==> src/rtl/pifo_gpfc_pkg.sv <==
// Shared definitions for the calendar/GPFC PIFO front end: element
// field layout, bit offsets and the pack/unpack helpers.
`timescale 1ns/100ps
package pifo_gpfc_pkg;

    localparam int ELEMENT_WIDTH      = 40;
    localparam int ELEMENT_RANK_WIDTH = 17;
    localparam int GPFC_COS_WIDTH     = 3;
    localparam int GPFC_RANK_WIDTH    = 6;
    localparam int PKT_ADDRESS_WIDTH  = 12;
    localparam int PIFO_DEPTH         = 16;
    localparam int CNT_WIDTH          = 5;

    localparam int VALID_BIT     = 39;
    localparam int OVF_BIT       = 38;
    localparam int RANK_MSB      = 37;
    localparam int RANK_LSB      = 21;
    localparam int COS_MSB       = 20;
    localparam int COS_LSB       = 18;
    localparam int GPFC_RANK_MSB = 17;
    localparam int GPFC_RANK_LSB = 12;
    localparam int ADDR_MSB      = 11;
    localparam int ADDR_LSB      = 0;

    // Field order matches the bit offsets above, MSB first.
    typedef struct packed {
        logic                          valid;
        logic                          ovf;
        logic [ELEMENT_RANK_WIDTH-1:0] rank;
        logic [GPFC_COS_WIDTH-1:0]     cos;
        logic [GPFC_RANK_WIDTH-1:0]    gpfc_rank;
        logic [PKT_ADDRESS_WIDTH-1:0]  addr;
    } pifo_info_t;

    function automatic logic [ELEMENT_WIDTH-1:0] pack_element(
        input logic                          ovf,
        input logic [ELEMENT_RANK_WIDTH-1:0] rank,
        input logic [GPFC_COS_WIDTH-1:0]     cos,
        input logic [GPFC_RANK_WIDTH-1:0]    gpfc_rank,
        input logic [PKT_ADDRESS_WIDTH-1:0]  addr
    );
        pifo_info_t e;
        e.valid     = 1'b1;
        e.ovf       = ovf;
        e.rank      = rank;
        e.cos       = cos;
        e.gpfc_rank = gpfc_rank;
        e.addr      = addr;
        return e;
    endfunction

    function automatic pifo_info_t unpack_element(input logic [ELEMENT_WIDTH-1:0] raw);
        return pifo_info_t'(raw);
    endfunction

endpackage

==> src/rtl/pifo_epoch_tracker.sv <==
// Holds the global calendar overflow bit and the rank of the last
// dequeued head, derives the epoch bit for an arriving rank, and flags
// pops that move the calendar into the next epoch.
`timescale 1ns/100ps
module pifo_epoch_tracker
    import pifo_gpfc_pkg::*;
#(
    parameter int RANK_W = ELEMENT_RANK_WIDTH
) (
    input  logic              clk,
    input  logic              rstn,
    input  logic              update,
    input  logic              head_ovf,
    input  logic [RANK_W-1:0] head_rank,
    input  logic [RANK_W-1:0] enq_rank,
    output logic              g_ovf,
    output logic [RANK_W-1:0] last_rank,
    output logic              ovf,
    output logic              flip
);

    // Virtual time advances to the head that was just popped.
    always_ff @(posedge clk) begin
        if (!rstn) begin
            g_ovf     <= 1'b0;
            last_rank <= '0;
        end else if (update) begin
            g_ovf     <= head_ovf;
            last_rank <= head_rank;
        end
    end

    // A rank below virtual time has wrapped and belongs to the next epoch.
    assign ovf  = (enq_rank >= last_rank) ? g_ovf : ~g_ovf;
    assign flip = update & (head_ovf != g_ovf);

endmodule

==> src/rtl/pifo_calendar_gpfc_ctrl.sv <==
// Front-end controller for a systolic calendar/GPFC PIFO array: packs
// enqueue descriptors, issues insert/pop commands, returns dequeued
// heads through a registered response port and tracks occupancy.
`timescale 1ns/100ps
module pifo_calendar_gpfc_ctrl
    import pifo_gpfc_pkg::*;
#(
    parameter int ELEMENT_WIDTH      = pifo_gpfc_pkg::ELEMENT_WIDTH,
    parameter int ELEMENT_RANK_WIDTH = pifo_gpfc_pkg::ELEMENT_RANK_WIDTH,
    parameter int GPFC_COS_WIDTH     = pifo_gpfc_pkg::GPFC_COS_WIDTH,
    parameter int GPFC_RANK_WIDTH    = pifo_gpfc_pkg::GPFC_RANK_WIDTH,
    parameter int PKT_ADDRESS_WIDTH  = pifo_gpfc_pkg::PKT_ADDRESS_WIDTH,
    parameter int PIFO_DEPTH         = pifo_gpfc_pkg::PIFO_DEPTH,
    parameter int CNT_WIDTH          = pifo_gpfc_pkg::CNT_WIDTH
) (
    input  logic                          clk,
    input  logic                          rstn,
    input  logic                          enq_valid,
    output logic                          enq_ready,
    input  logic [ELEMENT_RANK_WIDTH-1:0] enq_rank,
    input  logic [GPFC_COS_WIDTH-1:0]     enq_gpfc_cos,
    input  logic [GPFC_RANK_WIDTH-1:0]    enq_gpfc_rank,
    input  logic [PKT_ADDRESS_WIDTH-1:0]  enq_addr,
    input  logic                          deq_req,
    output logic                          deq_ack,
    output logic [ELEMENT_WIDTH-1:0]      deq_element,
    output logic                          deq_nack,
    output logic [ELEMENT_WIDTH-1:0]      arr_input,
    output logic                          arr_ctl_insert,
    output logic                          arr_ctl_pop,
    output logic                          arr_global_overflow,
    input  logic [ELEMENT_WIDTH-1:0]      arr_head_element,
    output logic [CNT_WIDTH-1:0]          occupancy,
    output logic                          full,
    output logic                          empty
);

    pifo_info_t                    head;
    logic                          pop_fire;
    logic                          enq_fire;
    logic                          g_ovf;
    logic [ELEMENT_RANK_WIDTH-1:0] last_rank;
    logic                          ovf;
    logic                          flip;

    assign head  = unpack_element(arr_head_element);
    assign full  = (occupancy == CNT_WIDTH'(PIFO_DEPTH));
    assign empty = (occupancy == '0);

    // Pop only a real head; an empty-flagged array never sees a pop.
    assign pop_fire = rstn & deq_req & ~empty & head.valid;

    // During an epoch flip the atoms still hold the old global bit, so an
    // element inserted now would be ordered against the wrong epoch.
    assign enq_ready = rstn & ~flip & (~full | pop_fire);
    assign enq_fire  = enq_valid & enq_ready;

    assign arr_ctl_insert      = enq_fire;
    assign arr_ctl_pop         = pop_fire;
    assign arr_global_overflow = g_ovf;
    assign arr_input = enq_fire
                     ? pack_element(ovf, enq_rank, enq_gpfc_cos, enq_gpfc_rank, enq_addr)
                     : '0;

    pifo_epoch_tracker #(
        .RANK_W    (ELEMENT_RANK_WIDTH)
    ) u_epoch (
        .clk       (clk),
        .rstn      (rstn),
        .update    (pop_fire),
        .head_ovf  (head.ovf),
        .head_rank (head.rank),
        .enq_rank  (enq_rank),
        .g_ovf     (g_ovf),
        .last_rank (last_rank),
        .ovf       (ovf),
        .flip      (flip)
    );

    // Occupancy follows the commands issued to the array; insert+pop nets out.
    always_ff @(posedge clk) begin
        if (!rstn) begin
            occupancy <= '0;
        end else begin
            case ({enq_fire, pop_fire})
                2'b10:   occupancy <= occupancy + 1'b1;
                2'b01:   occupancy <= occupancy - 1'b1;
                default: occupancy <= occupancy;
            endcase
        end
    end

    // Registered dequeue response: capture the head as it is popped.
    always_ff @(posedge clk) begin
        if (!rstn) begin
            deq_ack     <= 1'b0;
            deq_nack    <= 1'b0;
            deq_element <= '0;
        end else begin
            deq_ack  <= pop_fire;
            deq_nack <= deq_req & empty;
            if (pop_fire) begin
                deq_element <= arr_head_element;
            end
        end
    end

endmodule
==> config.mk <==
export PLATFORM = sky130hd
export DESIGN_NAME = pifo_calendar_gpfc_ctrl
export DESIGN_NICKNAME = d
export VERILOG_FILES = /design/src/rtl/pifo_gpfc_pkg.sv /design/src/rtl/pifo_epoch_tracker.sv /design/src/rtl/pifo_calendar_gpfc_ctrl.sv
export SDC_FILE = /design/constraint.sdc
export NUM_CORES = 1
export LEC_CHECK = 0
export BUFFER_PORTS_ARGS = -buffer_cell sky130_fd_sc_hd__buf_2
export CORE_MARGIN = 2
export CORE_UTILIZATION = 35
export CTS_CLUSTER_SIZE = 8
export DETAILED_ROUTE_END_ITERATION = 6
export MAX_ROUTING_LAYER = met4
export PLACE_DENSITY = 0.69
export SYNTH_ARGS = -nofsm -noshare
export SYNTH_HDL_FRONTEND = slang
export SYNTH_SLANG_ARGS = --single-unit
==> constraint.sdc <==
create_clock -name clk -period 3.7 [get_ports clk]
set_input_delay 0.185 -clock clk [delete_from_list [all_inputs] [get_ports clk]]
set_output_delay 0.185 -clock clk [all_outputs]
set_load 0.01 [all_outputs]
==> results of run 1 <==
## final cells by class
class | count | area, sq um
fill | 724 | 3580
multi-input combinational | 246 | 1430
sequential | 47 | 941
timing repair buffer | 177 | 893
tap | 99 | 124
inverter | 21 | 78.8
clock buffer | 6 | 72.6
clock inverter | 2 | 60.1
## worst min-delay path by stage
stage,slack [ns],depth (start not counted),endpoint,start
2_1_floorplan,0.29,2,deq_element[0],arr_head_element[0]
3_3_place_gp,0.38,3,deq_element[11],arr_head_element[11]
3_5_place_dp,0.39,3,deq_element[17],arr_head_element[17]
4_1_cts,0.07,3,deq_element[17],arr_head_element[17]
5_1_grt,0.08,3,deq_element[25],arr_head_element[25]
6_report,0.08,3,deq_element[10],arr_head_element[10]
## stage by stage
step	worst slack (ns)	cells	total power [W]	hold WS (ns)	area, sq um
6_report	0.545	598	0.00123	0.0821	3600
5_1_grt	0.360	598	0.00130	0.0766	3600
4_1_cts	0.537	598	0.00125	0.0748	3600
3_5_place_dp	0.545	590	0.000804	0.385	3470
3_3_place_gp	0.635	590	0.000797	0.378	3470
2_1_floorplan	0.330	338	0.000692	0.294	2570
## placed cells by master (no fill, tap or decap), types with 2 or more instances in the layout
master / instances
dfxtp_1: 47
nor2_1: 5
a21o_1: 4
nand3_1: 3
bufinv_16: 2
a221oi_1: 2
nand2b_1: 2
a21oi_1: 6
and2_1: 40
nor3_1: 2
nor2_4: 2
or3_1: 3
inv_1: 20
buf_4: 3
buf_2: 174
xor2_1: 3
ha_1: 21
o21ai_0: 48
nand2_1: 87
xnor2_1: 3
clkbuf_8: 5
## sequential cells by signal (all words and copies together) (netlist names)
| signal | cells |
|---|---|
| occupancy | 5 |
| deq_ack | 1 |
| deq_nack | 1 |
| deq_element | 40 |
## routing by layer
metal	part of all wire [%]	routed length (microns)	vias to the layer above
met5	0	0	-
met4	1.7	115	0
met3	5.9	407	10
met2	51	3510	92
met1	42	2880	1180
li1	-	-	1417
## cells by family after synthesis
kind of cell | after synthesis | share of synthesized area, %
mux | 2 | 0.926
flops | 47 | 36.6
fa+ha+maj | 21 | 10.2
simple gates | 150 | 27.8
buf+inv | 45 | 7.89
compound gates | 67 | 14.5
xor+xnor | 6 | 2.05
## critical path, cell delays in order, from the launching register on
cell and delay (ns):
dfxtp_1 0.39, or4_4 0.56, or2_1 0.26, nand3_1 0.11, mux2i_2 0.09, inv_2 0.09
ha_1 0.36, xor2_1 0.12, ha_1 0.22, inv_1 0.06, o21ai_0 0.07, a21o_1 0.19
a221oi_1 0.32, xnor2_1 0.09, and2_1 0.15
## power by group
| group | internal, W | switching [W] |
|---|---|---|
| Sequential | 0.000529 | 0.0000167 |
| Clock | 0.000270 | 0.000172 |
| Combinational | 0.000114 | 0.000129 |
==> out/qor.csv, run 1 <==
stage,metric,value,unit
run_status,status,finished clean,
cts,clockRootBuffer,clkbuf_8,
floorplan,die_y,89.7,microns
cts,htreeDepth,2,
sta,finalHoldViolCount,0,
place,gp_congestion,0.847,
synth,async_reset_ff_share,0,%
cts,clock-sinks,47,
critical_path,r2r_slack,0.55,ns
synth,yosysWarnings,0,
global_routing,grt_pass1_vias,2368,
finish,num-nets-final,601,
critical_path,r2r_start,occupancy[1],
critical_path,crit_fanout,9,
global_routing,grt_overflow_total,0,
critical_path,crit_path_end_kind,register,
pwr,p_per_area,342,nW/um^2
synth,synth_edf_count,0,
floorplan,die_w,89.7,microns
critical_path,critPathRequiredTime,3.89,ns
critical_path,crit_start,occupancy[1],
synth,synthTopCellsByArea,"dfxtp_1 (37%), nand2_1 (13%), ha_1 (10%)",
worst_hold_path,min-delay-path-class,in -> reg,
global_routing,met1_usage,19.2,%
synth,yosysTopAreaCell,dfxtp_1,
detailed_routing,drtIter0Drc,59,
synth,synth_top_cell_area_share,36.6,%
sta,setup-tns-final,0,ns
detailed_routing,ant_nets,0,
cts,cts_setup_buffers,0,
cts,holdBufCountCts,0,
finish,syn2layout_area_growth,40.2,%
detailed_routing,totalWireLength,6910,microns
global_routing,antenna_found_initial,0,
detailed_routing,drc_errors,0,
finish,final_util,50.1,%
cts,cts_buffer_depth,2,
detailed_routing,avgRoutedWirePerCell,11.6,microns
place,io_buffers,174,
sta,setup_violations,0,
finish,drive_above_1_share,37.9,%
floorplan,core-area,7180,sq um
cts,cts_tree,yes,
floorplan,start_util,35.8,%
floorplan,io_pins,175,
synth,ys_seq_area_share,36.6,%
synth,syn-num-nets,441,
global_routing,gr-usage-met2,28.9,%
global_routing,grt_pass1_wl,10300,microns
critical_path,path_class,reg -> reg,
detailed_routing,vias,2699,
critical_path,cp.arrival,3.35,ns
synth,avgSynthCellArea,7.60,sq um
sta,maxSlewHeadroom,52.9,%
sta,fin_crit_sh,85.3,%
detailed_routing,dr.pass1.iters,4,
critical_path,rr_endpoint,occupancy[4],
sta,period_needed,3.15,ns
global_routing,grt_max_degree,84,
sta,clock_skew,0.00821,ns
synth,ys_seq_elements,47,
cts,cts_buffers,5,
critical_path,crit_path_end,occupancy[4],
synth,synth_cells,338,
sta,rsz0062_at_grt,no,
global_routing,grt_most_used_layer,met2,
cts,cts.clk_slew.worst_paths,0.09,ns
critical_path,reg2reg_depth,14,
cts,clkLatencyLatePin,0.29,ns
global_routing,track_usage,16.4,%
pwr,cellLeakagePower,1.83,nW
flow_run,maxCapViolations,0,
sta,max_freq,317,MHz
place,dpl.hpwl,5320,microns
sta,slew_violations,0,
synth,synth.most_common_cell,nand2_1,
sta,tightest_slew,0.706,ns
floorplan,die_area,8040,sq um
floorplan,row_count,31,
finish,antennaDiodeCount,0,
global_routing,gr-usage-met3,2.38,%
pwr,vdd.ir_drop.worst,0.000165,V
synth,synthFlopType,dfxtp_1,
critical_path,cp-start-kind,register,
cts,ctsResizeCount,0,
synth,netlist_area,2570,sq um
synth,synth_cell_type_count,39,
detailed_routing,vias_per_cell,4.51,
synth,ys_top_cells_by_count,"nand2_1 (87), o21ai_0 (48), dfxtp_1 (47)",
Note: power is estimated with default switching activity, not from simulation.
==> run 2, diff against run 1 <==
- CTS_BUF_LIST: unset -> sky130_fd_sc_hd__clkbuf_4 sky130_fd_sc_hd__clkbuf_8
==> out/qor.csv, run 2 (same netlist as run 1, synthesis figures left out) <==
stage,metric,value,unit,change
run_status,status,finished clean,,
cts,holdBufCountCts,0,,unchanged
global_routing,grt_pass1_wl,10300,microns,+0.14%
floorplan,core-area,7180,sq um,unchanged
place,dpl.hpwl,5320,microns,unchanged
finish,nFillCells,723,,-0.14%
floorplan,start_util,35.8,%,unchanged
critical_path,path_class,reg -> reg,,
global_routing,grt_max_degree,84,,unchanged
sta,setup_violations,0,,unchanged
pwr,power_frac_seq,44.1,%,-0.2 points
sta,maxSlewHeadroom,53.4,%,+0.45 points
critical_path,cp.arrival,3.35,ns,about the same
worst_hold_path,min-delay-path-class,in -> reg,,
critical_path,r2r_start,occupancy[1],,
worst_hold_path,hp-start,arr_head_element[10],,
detailed_routing,vias_per_cell,4.50,,-0.37%
finish,top_register,deq_element,,
finish,syn2layout_area_growth,40.3,%,
finish,antennaDiodeCount,0,,unchanged
critical_path,path_cells,or4_4 > or2_1 > nand3_1 > mux2i_2 > inv_2 > ha_1 > xor2_1 > ha_1 > inv_1 > o21ai_0 > a21o_1 > a221oi_1 > xnor2_1 > and2_1,,
pwr,vdd.ir_drop.worst,0.000165,V,-0.13%
pwr,cellLeakagePower,1.83,nW,+0.19%
pwr,p_clk_share,36.2,%,+0.3 points
critical_path,crit_path_end_kind,register,,
detailed_routing,vias,2689,,-0.37%
cts,clock-sinks,47,,unchanged
finish,top_regs,"deq_element x40, occupancy x5",,
critical_path,cp-start-kind,register,,
cts,cts.clk_slew.worst_paths,0.09,ns,about the same
finish,num-nets-final,601,,unchanged
finish,largest_reg_flops,40,,unchanged
critical_path,slowest_stage,or4_4,,
global_routing,antenna_found_initial,0,,unchanged
sta,slew_violations,0,,unchanged
cts,ctsResizeCount,0,,unchanged
detailed_routing,drtIter0Drc,58,,-1.7%
global_routing,grt_overflow_total,0,,unchanged
cts,htreeDepth,2,,unchanged
place,gp_congestion,0.847,,unchanged
pwr,p_comb_share,19.7,%,about the same
detailed_routing,dr.pass1.iters,4,,unchanged
finish,stdcell_area,3600,sq um,+0.10%
floorplan,io_pins,175,,unchanged
finish,drive_above_1_share,38.1,%,+0.20 points
cts,cts_buffer_depth,2,,unchanged
place,placed_area,3470,sq um,unchanged
cts,cts_setup_buffers,0,,unchanged
cts,clockRootBuffer,clkbuf_8,,
floorplan,die_w,89.7,microns,unchanged
sta,period_needed,3.16,ns,+0.00443 ns
pwr,power.switching,0.000316,W,-0.46%
critical_path,rr_endpoint,occupancy[4],,
worst_hold_path,holdPathStages,3,,unchanged
sta,finalHoldViolCount,0,,unchanged
pwr,p_per_area,343,nW/um^2,+0.38%
sta,fin_crit_sh,85.4,%,+0.12 points
finish,final_common_cell,buf_2,,
global_routing,grt_pass1_vias,2374,,+0.25%
floorplan,die_y,89.7,microns,unchanged
sta,max_freq,317,MHz,-0.14%
pwr,p_sw_share,25.6,%,-0.24 points
cts,cts_tree,yes,,
detailed_routing,drc_errors,0,,unchanged
critical_path,cpPeakStageDelay,0.56,ns,about the same
sta,rsz0062_at_grt,no,,
critical_path,critPathRequiredTime,3.89,ns,about the same
sta,setup-tns-final,0,ns,unchanged
place,io_buffers,174,,unchanged
floorplan,die_area,8040,sq um,unchanged
flow_run,maxCapViolations,0,,unchanged
sta,tightest_slew,0.699,ns,-0.00675 ns
critical_path,r2r_slack,0.54,ns,about the same
critical_path,reg2reg_depth,14,,unchanged
floorplan,row_count,31,,unchanged
critical_path,crit_top_cell,ha_1,,
detailed_routing,totalWireLength,6870,microns,-0.65%
cts,clkLatencyLatePin,0.29,ns,about the same
worst_hold_path,min_to,deq_element[10],,
cts,cts_buffers,5,,unchanged
finish,final_cell_mix,"buf_2 (174), nand2_1 (87), o21ai_0 (48)",,
global_routing,track_usage,16.4,%,+0.020 points
pwr,p_int,0.000921,W,+0.81%
sta,clock_skew,0.00814,ns,-0.0000701 ns
detailed_routing,ant_nets,0,,unchanged
critical_path,crit_fanout,9,,unchanged
detailed_routing,avgRoutedWirePerCell,11.5,microns,-0.65%
==> run 2: cell counts in the layout (fill, tap and decap cells not counted) <==
Identical to the previous run, type by type.
==> run 2: critical path, delay by kind of cell (launching register included) <==
family | cells | cell delay [ns]
and+or+nand+nor | 4 | 1.08
muxes | 1 | 0.09
AOI/OAI and AO/OA | 3 | 0.58
adders and majority gates | 2 | 0.58
DFF | 1 | 0.39
xor gates and xnor gates | 2 | 0.21
buffers and inverters | 2 | 0.15
==> run 2: worst max path at each step <==
stage / start / slack (ns) / end / cells past startpoint
floorplan: occupancy[1] / 0.33 / occupancy[4] / 16
global placement: occupancy[1] / 0.63 / occupancy[4] / 14
detailed placement: occupancy[1] / 0.55 / occupancy[4] / 14
CTS: occupancy[1] / 0.54 / occupancy[4] / 14
global route: occupancy[1] / 0.36 / occupancy[4] / 14
finish: occupancy[1] / 0.54 / occupancy[4] / 14
==> run 2: power by group through the flow <==
| stage | registers [W] | logic [W] | clock network (W) |
|---|---|---|---|
| 5_1_grt | 0.000549 | 0.000278 | 0.000484 |
| 4_1_cts | 0.000546 | 0.000247 | 0.000466 |
| 2_1_floorplan | 0.000566 | 0.000127 | 0 |
| 3_5_place_dp | 0.000557 | 0.000247 | 0 |
| 3_3_place_gp | 0.000556 | 0.000241 | 0 |
| 6_report | 0.000546 | 0.000243 | 0.000448 |
==> run 2: through the flow <==
stage,power [W],hold slack [ns],setup WS (ns),util [%],cells
after floorplan,0.000692,0.294,0.330,-,338
after global placement,0.000797,0.378,0.635,48.3,590
after detailed placement,0.000804,0.385,0.545,48.3,590
after CTS,0.00126,0.0707,0.537,50.2,598
after global routing,0.00131,0.0764,0.360,50.2,598
final,0.00124,0.0857,0.541,50.2,598
==> run 2: routing by layer <==
layer  up-vias  track usage [%]  part of all wire, %
met5         -                -                    0
met4         0             5.29                  1.5
met3         8             2.47                  5.7
met2        89             29.0                   52
met1      1174             19.1                   41
li1       1418                -                    -
==> run 2: layout make-up <==
type | count | area, sq um | area share, %
tap | 99 | 124 | 3.44
multi-input combinational | 246 | 1430 | 39.7
clock buffer | 6 | 76.3 | 2.12
inverter | 21 | 78.8 | 2.19
timing repair buffer | 177 | 893 | 24.8
sequential | 47 | 941 | 26.1
clock inverter | 2 | 60.1 | 1.67
==> run 3, diff against run 2 <==
- CORE_UTILIZATION: 35 -> 40
- PLACE_DENSITY: 0.69 -> 0.78
- SLEW_MARGIN: unset -> 20
==> out/qor.csv, run 3 (same netlist as run 1, synthesis figures left out) <==
stage,metric,value,unit,change
floorplan,start_util,40.9,%,+5.1 points
sta,finalHoldViolCount,0,,unchanged
finish,final_cell_mix,"buf_2 (174), nand2_1 (87), o21ai_0 (48)",,
sta,tightest_slew,0.677,ns,-0.0226 ns
detailed_routing,ant_nets,0,,unchanged
detailed_routing,totalWireLength,6820,microns,-0.64%
finish,stdcell_area,3540,sq um,-1.6%
sta,fin_crit_sh,85.3,%,-0.10 points
cts,htreeDepth,2,,unchanged
place,dp.cells,568,,-3.7%
cts,holdBufCountCts,0,,unchanged
sta,clock_skew,0.00351,ns,-0.00463 ns
cts,cts_buffer_depth,2,,unchanged
sta,slew_violations,0,,unchanged
finish,final_common_cell,buf_2,,
floorplan,die_area,7080,sq um,-12%
detailed_routing,avgRoutedWirePerCell,11.9,microns,+3.3%
global_routing,track_usage,19.3,%,+2.9 points
place,dpl.hpwl,5400,microns,+1.5%
global_routing,grt_pass1_vias,2568,,+8.2%
detailed_routing,dr.pass1.iters,4,,unchanged
floorplan,io_pins,175,,unchanged
sta,period_needed,3.16,ns,-0.00371 ns
cts,cts.clk_slew.worst_paths,0.09,ns,about the same
finish,final_util,56.5,%,+6.3 points
detailed_routing,drtIter0Drc,37,,-36%
global_routing,antenna_found_initial,0,,unchanged
run_status,status,finished clean,,
pwr,cellLeakagePower,1.81,nW,-1.0%
critical_path,crit_fanout,9,,unchanged
critical_path,path_cells,or4_4 > nor2_4 > nor2_4 > mux2i_2 > inv_2 > ha_1 > xor2_1 > ha_1 > inv_1 > o21ai_0 > a21o_1 > a221oi_1 > xnor2_1 > and2_1,,
sta,setup_violations,0,,unchanged
cts,clock-sinks,47,,unchanged
detailed_routing,drc_errors,0,,unchanged
finish,antennaDiodeCount,0,,unchanged
pwr,p_per_area,327,nW/um^2,-4.8%
critical_path,cpPeakStageDelay,0.56,ns,about the same
floorplan,row_count,29,,-6.5%
critical_path,critPathRequiredTime,3.90,ns,about the same
global_routing,grt_pass1_wl,11000,microns,+7.0%
worst_hold_path,min-delay-path-class,in -> reg,,
critical_path,slowest_stage,or4_4,,
cts,clkLatencyLatePin,0.30,ns,about the same
sta,maxSlewHeadroom,54.9,%,+1.5 points
cts,clockRootBuffer,clkbuf_8,,
global_routing,grt_overflow_total,0,,unchanged
cts,cts_tree,yes,,
sta,max_freq,317,MHz,+0.12%
place,io_buffers,174,,unchanged
sta,setup-tns-final,0,ns,unchanged
finish,syn2layout_area_growth,38.1,%,
place,placed_area,3440,sq um,-0.79%
finish,largest_reg_flops,40,,unchanged
critical_path,crit_path_end_kind,register,,
floorplan,die_w,84.1,microns,-6.2%
flow_run,maxCapViolations,0,,unchanged
critical_path,path_class,reg -> reg,,
critical_path,cp.buffers_inverters,2,,unchanged
critical_path,crit_family,simple AND/OR/NAND/NOR gates,,
detailed_routing,vias_per_cell,4.69,,+4.3%
critical_path,cp.arrival,3.36,ns,about the same
cts,cts_setup_buffers,0,,unchanged
finish,layout.cells.non_filler,575,,-3.8%
floorplan,die_y,84.1,microns,-6.2%
finish,drive_above_1_share,38.0,%,-0.12 points
detailed_routing,vias,2697,,+0.30%
finish,top_regs,"deq_element x40, occupancy x5",,
cts,ctsResizeCount,0,,unchanged
sta,rsz0062_at_grt,no,,
critical_path,cp-start-kind,register,,
global_routing,grt_max_degree,84,,unchanged
cts,cts_buffers,5,,unchanged
pwr,vdd.ir_drop.worst,0.000226,V,+37%
floorplan,core-area,6280,sq um,-13%
finish,top_register,deq_element,,
finish,num-nets-final,601,,unchanged
place,gp_congestion,0.767,,-9.5%
==> run 3: cell count changes in the layout (fill, tap and decap cells not counted), sizes merged <==
| cell | before | now |
|---|---|---|
| bufinv | 2 | 1 |
| clkbuf | 6 | 5 |
| clkinvlp | 0 | 1 |
==> run 3: per-stage QoR <==
step | power, W | worst slack [ns] | hold slack [ns]
after floorplan | 0.000692 | 0.330 | 0.294
after global placement | 0.000796 | 0.645 | 0.379
after detailed placement | 0.000802 | 0.558 | 0.383
after CTS | 0.00118 | 0.527 | 0.0664
after global routing | 0.00122 | 0.314 | 0.0728
final | 0.00116 | 0.544 | 0.0750
==> run 3: cell type report <==
cell class / instances / area (sq um)
inverters: 21 / 78.8
repair buffers: 177 / 893
flip-flops and latches: 47 / 941
multi-input cells: 246 / 1430
fillers: 615 / 2730
well taps: 77 / 96.3
clock buffers: 5 / 68.8
clock inverters: 2 / 37.5
==> run 3: worst paths after layout <==
check	from	end	slack, ns	cells after the start
setup / recovery	occupancy[1]	occupancy[4]	0.54	14
hold / removal	arr_head_element[0]	deq_element[0]	0.08	3
setup reg to reg	occupancy[1]	occupancy[4]	0.54	14
hold reg to reg	deq_element[0]	deq_element[0]	0.46	2
==> run 3: tightest hold or removal path, cell delays in order <==
cell and delay, ns:
buf_2 0.07, nand2_1 0.03, o21ai_0 0.05
==> run 3: per-layer routing <==
| layer | track usage [%] | vias to the layer above | wire, microns |
|---|---|---|---|
| met3 | 3.36 | 11 | 460 |
| met5 | - | - | 0 |
| li1 | - | 1409 | - |
| met1 | 20.0 | 1177 | 2670 |
| met2 | 36.8 | 100 | 3590 |
| met4 | 5.57 | 0 | 97 |
==> run 3: report_power, final <==
group | internal, W | leakage [nW] | switching, W | total [W]
Clock | 0.000198 | 0.0502 | 0.000173 | 0.000371
Sequential | 0.000529 | 0.381 | 0.0000169 | 0.000546
Combinational | 0.000115 | 1.38 | 0.000127 | 0.000242
